--- config.mk ---
export PLATFORM = sky130hd
export DESIGN_NAME = pe_req_bridge
export DESIGN_NICKNAME = d
export VERILOG_FILES = /design/src/rtl/pe_req_bridge.sv
export SDC_FILE = /design/constraint.sdc
export NUM_CORES = 1
export LEC_CHECK = 0
export ABC_AREA = 1
export CORE_ASPECT_RATIO = 0.5
export CORE_MARGIN = 1
export CORE_UTILIZATION = 42
export CTS_CLUSTER_SIZE = 40
export DETAILED_ROUTE_END_ITERATION = 12
export HOLD_SLACK_MARGIN = 0.02
export MAX_ROUTING_LAYER = met4
export PLACE_DENSITY = 0.85
export SYNTH_ARGS = -nofsm -noshare
export SYNTH_HDL_FRONTEND = slang
export SYNTH_SLANG_ARGS = --single-unit
--- constraint.sdc ---
create_clock -name clk -period 3.9 [get_ports clk]
set_input_delay 0.78 -clock clk [delete_from_list [all_inputs] [get_ports clk]]
set_output_delay 0.78 -clock clk [all_outputs]
set_load 0.02 [all_outputs]
--- src/rtl/pe_req_bridge.sv ---
// Registered demux-to-interconnect request bridge with ID-filtered, one-cycle-delayed responses.
// Request out 1 cycle after accept; responses 1 cycle after arrival with no backpressure; gnt_o stalls while a request is held or outstanding is full.
module pe_req_bridge #(
   parameter int unsigned ADDR_WIDTH      = 32,
   parameter int unsigned DATA_WIDTH      = 32,
   parameter int unsigned BE_WIDTH        = 4,
   parameter int unsigned ID_WIDTH        = 5,
   parameter int unsigned MAX_OUTSTANDING = 2
) (
   input  logic                  clk,
   input  logic                  rst_n,
   input  logic [ID_WIDTH-1:0]   core_id_i,
   input  logic                  req_i,
   input  logic [ADDR_WIDTH-1:0] add_i,
   input  logic                  type_i,
   input  logic [DATA_WIDTH-1:0] wdata_i,
   input  logic [BE_WIDTH-1:0]   be_i,
   output logic                  gnt_o,
   output logic                  r_valid_o,
   output logic [DATA_WIDTH-1:0] r_rdata_o,
   output logic                  r_opc_o,
   output logic                  busy_o,
   output logic                  req_o,
   output logic [ADDR_WIDTH-1:0] add_o,
   output logic                  type_o,
   output logic [DATA_WIDTH-1:0] wdata_o,
   output logic [BE_WIDTH-1:0]   be_o,
   output logic [ID_WIDTH-1:0]   id_o,
   input  logic                  gnt_i,
   input  logic                  r_valid_i,
   input  logic [ID_WIDTH-1:0]   r_id_i,
   input  logic                  r_opc_i,
   input  logic [DATA_WIDTH-1:0] r_rdata_i,
   output logic                  spurious_o
);

   localparam int unsigned        CNT_W   = $clog2(MAX_OUTSTANDING + 1);
   localparam logic [CNT_W-1:0]   CNT_MAX = CNT_W'(MAX_OUTSTANDING);
   localparam logic [CNT_W-1:0]   CNT_ONE = CNT_W'(1);

   typedef enum logic {IDLE = 1'b0, WAIT_GNT = 1'b1} state_e;

   typedef struct packed {
      logic [ADDR_WIDTH-1:0] add;
      logic                  typ;
      logic [DATA_WIDTH-1:0] wdata;
      logic [BE_WIDTH-1:0]   be;
      logic [ID_WIDTH-1:0]   id;
   } req_t;

   state_e                state_q, state_d;
   logic [CNT_W-1:0]      cnt_q, cnt_d;
   req_t                  req_q, req_d;
   logic                  r_valid_q, r_valid_d;
   logic [DATA_WIDTH-1:0] r_rdata_q, r_rdata_d;
   logic                  r_opc_q, r_opc_d;
   logic                  spurious_q, spurious_d;

   logic id_hit, rsp_match, rsp_spur, granted;

   // gnt_o is decoded from registers only, so req_i never reaches gnt_i combinationally.
   assign gnt_o     = (state_q == IDLE) && (cnt_q < CNT_MAX);
   assign busy_o    = (state_q == WAIT_GNT) || (cnt_q != '0);
   assign granted   = (state_q == WAIT_GNT) && gnt_i;
   assign id_hit    = r_valid_i && (r_id_i == core_id_i);
   assign rsp_match = id_hit && (cnt_q != '0);
   assign rsp_spur  = id_hit && (cnt_q == '0);

   always_comb begin
      state_d    = state_q;
      cnt_d      = cnt_q;
      req_d      = req_q;
      r_valid_d  = rsp_match;
      spurious_d = rsp_spur;
      r_rdata_d  = r_rdata_q;
      r_opc_d    = r_opc_q;

      case (state_q)
         IDLE: begin
            if (req_i && gnt_o) begin
               state_d = WAIT_GNT;
               req_d   = '{add: add_i, typ: type_i, wdata: wdata_i, be: be_i, id: core_id_i};
            end
         end
         WAIT_GNT: begin
            if (gnt_i) state_d = IDLE;
         end
         default: state_d = IDLE;
      endcase

      if (rsp_match) begin
         r_rdata_d = r_rdata_i;
         r_opc_d   = r_opc_i;
      end

      // A grant and a matched response in the same cycle cancel out.
      case ({granted, rsp_match})
         2'b10:   cnt_d = cnt_q + CNT_ONE;
         2'b01:   cnt_d = cnt_q - CNT_ONE;
         default: cnt_d = cnt_q;
      endcase
   end

   always_ff @(posedge clk) begin
      if (!rst_n) begin
         state_q    <= IDLE;
         cnt_q      <= '0;
         req_q      <= '0;
         r_valid_q  <= 1'b0;
         r_rdata_q  <= '0;
         r_opc_q    <= 1'b0;
         spurious_q <= 1'b0;
      end else begin
         state_q    <= state_d;
         cnt_q      <= cnt_d;
         req_q      <= req_d;
         r_valid_q  <= r_valid_d;
         r_rdata_q  <= r_rdata_d;
         r_opc_q    <= r_opc_d;
         spurious_q <= spurious_d;
      end
   end

   assign req_o      = (state_q == WAIT_GNT);
   assign add_o      = req_q.add;
   assign type_o     = req_q.typ;
   assign wdata_o    = req_q.wdata;
   assign be_o       = req_q.be;
   assign id_o       = req_q.id;
   assign r_valid_o  = r_valid_q;
   assign r_rdata_o  = r_rdata_q;
   assign r_opc_o    = r_opc_q;
   assign spurious_o = spurious_q;

endmodule

-- Word level (Yosys, flattened, before mapping)
Index checks and enable logic that the tools add are counted.
- add/sub/neg operators: 2
- multipliers: 0
- div/mod/pow operators: 0
- $lt $le $gt $ge: 1
- equal/unequal tests: 3
- shift operators: 0
- mux-type cells: 4
- bitwise logic cells: 1
- reductions and logical operators: 11
- operators by type and width (cell ; number):
    logical AND 1 bit ; 6
    == test 5 bit ; 1
    case mux 2 bit (2 select lines) ; 1
    nonzero test 2 bit ; 2
    adder 2 x 1 -> 2 bit, second input constant ; 1
    == test 2 x 1 -> 1 bit, second input constant ; 1
    == test 2 bit, second input constant ; 1
    logical NOT 2 bit ; 1
    < comparator 2 bit, second input constant ; 1
    2-to-1 mux 1 bit ; 2
    case mux 1 bit (2 select lines) ; 1
    AND reduction 2 bit ; 1
    subtractor 2 x 1 -> 2 bit, second input constant ; 1
    logical OR 1 bit ; 1
    NOT 1 bit ; 1
- bits in registers: 112
- latch bits: 0
- bits in writable memories: 0
- memory bits (read-only): 0
- input bits: 117
- output and inout port bits: 112
- logic and storage cells: 33
- memories: 0

-- Longest topological paths before layout
- depth after elaboration: 5
- depth in mapped cells: 12
- depth with buffers taken out: 11

-- Worst setup path before layout
Ideal clock, no wire load.
- path type: input -> register
- from: input port core_id_i[2]
- to: register cnt_q[1]
- library setup time: 116 ps
- data arrival time: 2069 ps
- required time: 3784 ps
- slack: 1715 ps
- stages: 8
- buffers on the path: 1
- cell sequence: xnor2_1 -> nand2_2 -> nor3_4 -> buf_6 -> ha_1 -> nor2_1 -> and3_1 -> nor3_1
- word-level cells in the longest chain between the ends: 5
- elaborated cells on any way between the ends: 7
- classes of those cells: 3 x eq/ne; 1 x mux; 3 x reduce/logical
- RTL lines (what ; line ; source):
    from (decl) ; 12 ; input logic [ID_WIDTH-1:0] core_id_i,
    == test 5 bit * ; 65 ; assign id_hit = r_valid_i && (r_id_i == core_id_i);
    logical AND 1 bit * ; 65 ;
    logical AND 1 bit * ; 66 ; assign rsp_match = id_hit && (cnt_q != '0);
    net r_valid_d ; 54 ; logic r_valid_q, r_valid_d;
    == test 2 x 1 -> 1 bit or == test 2 bit (tied branches) ; 97 ; case ({granted, rsp_match})
    case mux 2 bit (2 select lines) or nonzero test 2 bit (tied branches) ; - ;
    to (signal assigned) ; 115 ; cnt_q <= cnt_d;
    to (decl) ; 52 ; logic [CNT_W-1:0] cnt_q, cnt_d;
Mark *: on every way through the listed nets, which the timed path passes. The rest lies on a longest branch.
A chain may end at the register's enable or synchronous reset.

-- Worst setup path after layout
- from: input port core_id_i[2]
- to: register r_rdata_q[3], in the netlist r_rdata_o[3]
- word-level cells in the longest chain between the ends: 3
- RTL lines (what ; line ; source):
    == test 5 bit ; 65 ;
    logical AND 1 bit ; 65 ;
    logical AND 1 bit ; 66 ;
    to (signal assigned) ; 118 ; r_rdata_q <= r_rdata_d;
    to (decl) ; 55 ; logic [DATA_WIDTH-1:0] r_rdata_q, r_rdata_d;
No other way between the ends.

==> impl_metrics.yaml <==
run_status:
  status: "finished clean"
sta:
  fin_hold_ws_ns: 0.482
  hold_viol: 0
  period_share_pct: 61.5
  setup_viol: 0
  fin_tns_setup_ns: 0
  timing.final.ws_setup_ns: 1.50
  worst_pin_slew_ns: 0.869
  fin_crit_ns: 2.40
  skew_ns: 0.00439
  slew_viol_final: 0
  max-slew-margin-rel_pct: 42.1
  rsz0062_at_grt: "false"
  fmax_mhz: 417
grt:
  grt_overflow: 0
  grt_pass1_vias: 3930
  grt_pass1_wl_mm: 18.5
  grtUsageTotal_pct: 23.1
  antenna_found_initial: 0
  grt_start_max_net_pins: 73
yosys:
  syn_inst: 578
  synth_warnings: 0
  synth_cell_types: 23
  avgSynthCellArea_sq_um: 7.41
  ys_ff_latch: 112
  synth_top_cells_by_area: "dfxtp_1, nor2_1, o21ai_0, nand2_1, inv_1"
  synth_top_area_share_pct: 52.4
  ys_seq_area_share_pct: 52.4
  synth_area_leader_cell: "dfxtp_1"
  syn-num-nets: 696
  syn_area_sq_um: 4280
pwr:
  power_frac_seq_pct: 46.3
  internal_power_mw: 2.00
  sw_frac_of_total_pct: 25.7
  leakage_nw: 2.83
  total_power_mw: 2.69
  cellPowerDensity_nw_per_um2: 392
  comb_power_share_pct: 20.2
  ir_worst_vdd_v: 0.000313
  power_switching_uw: 693
  clock_power_share_pct: 33.4
cts:
  clock_latency_ns: 0.33
  htree_levels: 3
  post_cts_resized: 0
  cts_sinks: 112
  postCtsSetupRepairBufs: 0
  cts_tree: "yes"
  postCtsHoldBufs: 0
  numCtsBuffers: 9
  path_clk_slew_ns: 0.07
  clockBufferDepth: 2
  cts-root-buf: "clkbuf_16"
routing:
  drt-total-wl_mm: 12.1
  drtIter0Drc: 206
  drt-pass1-iter-count: 4
  ant_nets: 0
  drc: 0
  via_per_inst: 4.61
  wire_per_inst_um: 13.1
  vias: 4259
placement:
  post-place-cells: 909
  place_ws_ns: 1.16
  io_buffers: 228
  place_area_sq_um: 6580
  routabilityCongestion: 0.782
  dp_hpwl_mm: 8.52
die:
  rows: 25
  die_h_um: 73.4
  io_pins: 229
  dieArea_sq_um: 10600
  coreArea_sq_um: 9670
  start_util_pct: 44.3
  die_w_um: 145
cells_and_area:
  final_common_cell: "clkdlybuf4s50_1"
  area_growth_syn_to_layout_pct: 60.4
  nets: 903
  fin_cells: 924
  layout_common_cells: "clkdlybuf4s50_1, nor2_1, dfxtp_1"
  final_core_util_pct: 71.1
  antenna_cells: 0
  stdcell_area_sq_um: 6870
  drive_gt1_share_pct: 4.44
worst_setup_path:
  cp_max_fo: 34
  required_ns: 4.12
  end_kind: "register"
  criticalPathCategory: "in -> reg"
  arrival_ns: 2.62
  startpoint_type: "input port"
flow_run:
  maxCapViolCount: 0
min_path:
  hold_class: "reg -> reg"
-- power by group through the flow --
| stage | Sequential, mW | Clock [mW] | Combinational (mW) |
|---|---|---|---|
| after floorplan | 1.36 | 0 | 0.170 |
| final | 1.25 | 0.901 | 0.544 |
| after global routing | 1.26 | 0.977 | 0.588 |
| after global placement | 1.27 | 0 | 0.538 |
| after CTS | 1.25 | 0.923 | 0.548 |
| after detailed placement | 1.27 | 0 | 0.545 |
-- cells by family (layout without fill, tap and decap cells) --
kind of cell,count (synthesis),in the layout,share of synthesized area (%)
buf+inv,79,290,8.18
compound gates,81,81,9.47
simple gates,303,303,29.1
flops,112,112,52.4
fa+ha+maj,1,1,0.292
xor+xnor,2,2,0.584
-- cells in the mapped netlist --
master    instances
and3_1            1
inv_1            41
buf_6             3
ha_1              1
xnor2_2           1
inv_2             2
a21oi_1           6
buf_2             7
buf_1             3
clkbuf_1         17
nand3_1          27
buf_4             6
nand3_2           6
nand2_2           3
nor2_2            3
nor3_4            1
nor2_1          214
nor3_1            1
o21ai_0          75
nor2_4            1
xnor2_1           1
dfxtp_1         112
nand2_1          46
-- state kept, by name (all words and copies together) (netlist names) --
register and cells:
spurious_o 1, id_o 5, req_o 1, add_o 32, r_valid_o 1, cnt_q 2
r_opc_o 1, be_o 4, type_o 1, r_rdata_o 32, wdata_o 32
-- metal layers --
layer  wire length (um)  GRT usage (%)  part of all wire [%]  vias up
met5                  0              -                     0        -
met3                473           4.69                   3.9       23
met2               6250           42.1                    52      103
li1                   -              -                     -     2197
met4                282           6.67                   2.3        0
met1               5130           25.8                    42     1936
-- layout make-up --
type	instances	area [sq um]
clock buffers	12	246
clock inverters	3	42.5
fillers	783	2790
inverters	43	161
multi-input cells	387	1690
flip-flops and latches	112	2240
well taps	135	169
repair buffers	232	2320
-- worst paths after layout --
kind                 from            to  slack, ns  cells past startpoint
min reg2reg    wdata_o[8]    wdata_o[8]       0.48                      2
min            wdata_o[8]    wdata_o[8]       0.48                      2
max          core_id_i[2]  r_rdata_o[3]       1.50                      7
max reg2reg      cnt_q[1]     add_o[27]       2.09                      6
-- worst max-delay path: stages --
cell and delay [ns]:
clkdlybuf4s50_1 0.43, xnor2_1 0.25, nand2_2 0.14, nor2_4 0.66
nand3_1 0.18, nand2_1 0.11, nor2_1 0.06
(Power assumes the default switching activity.)
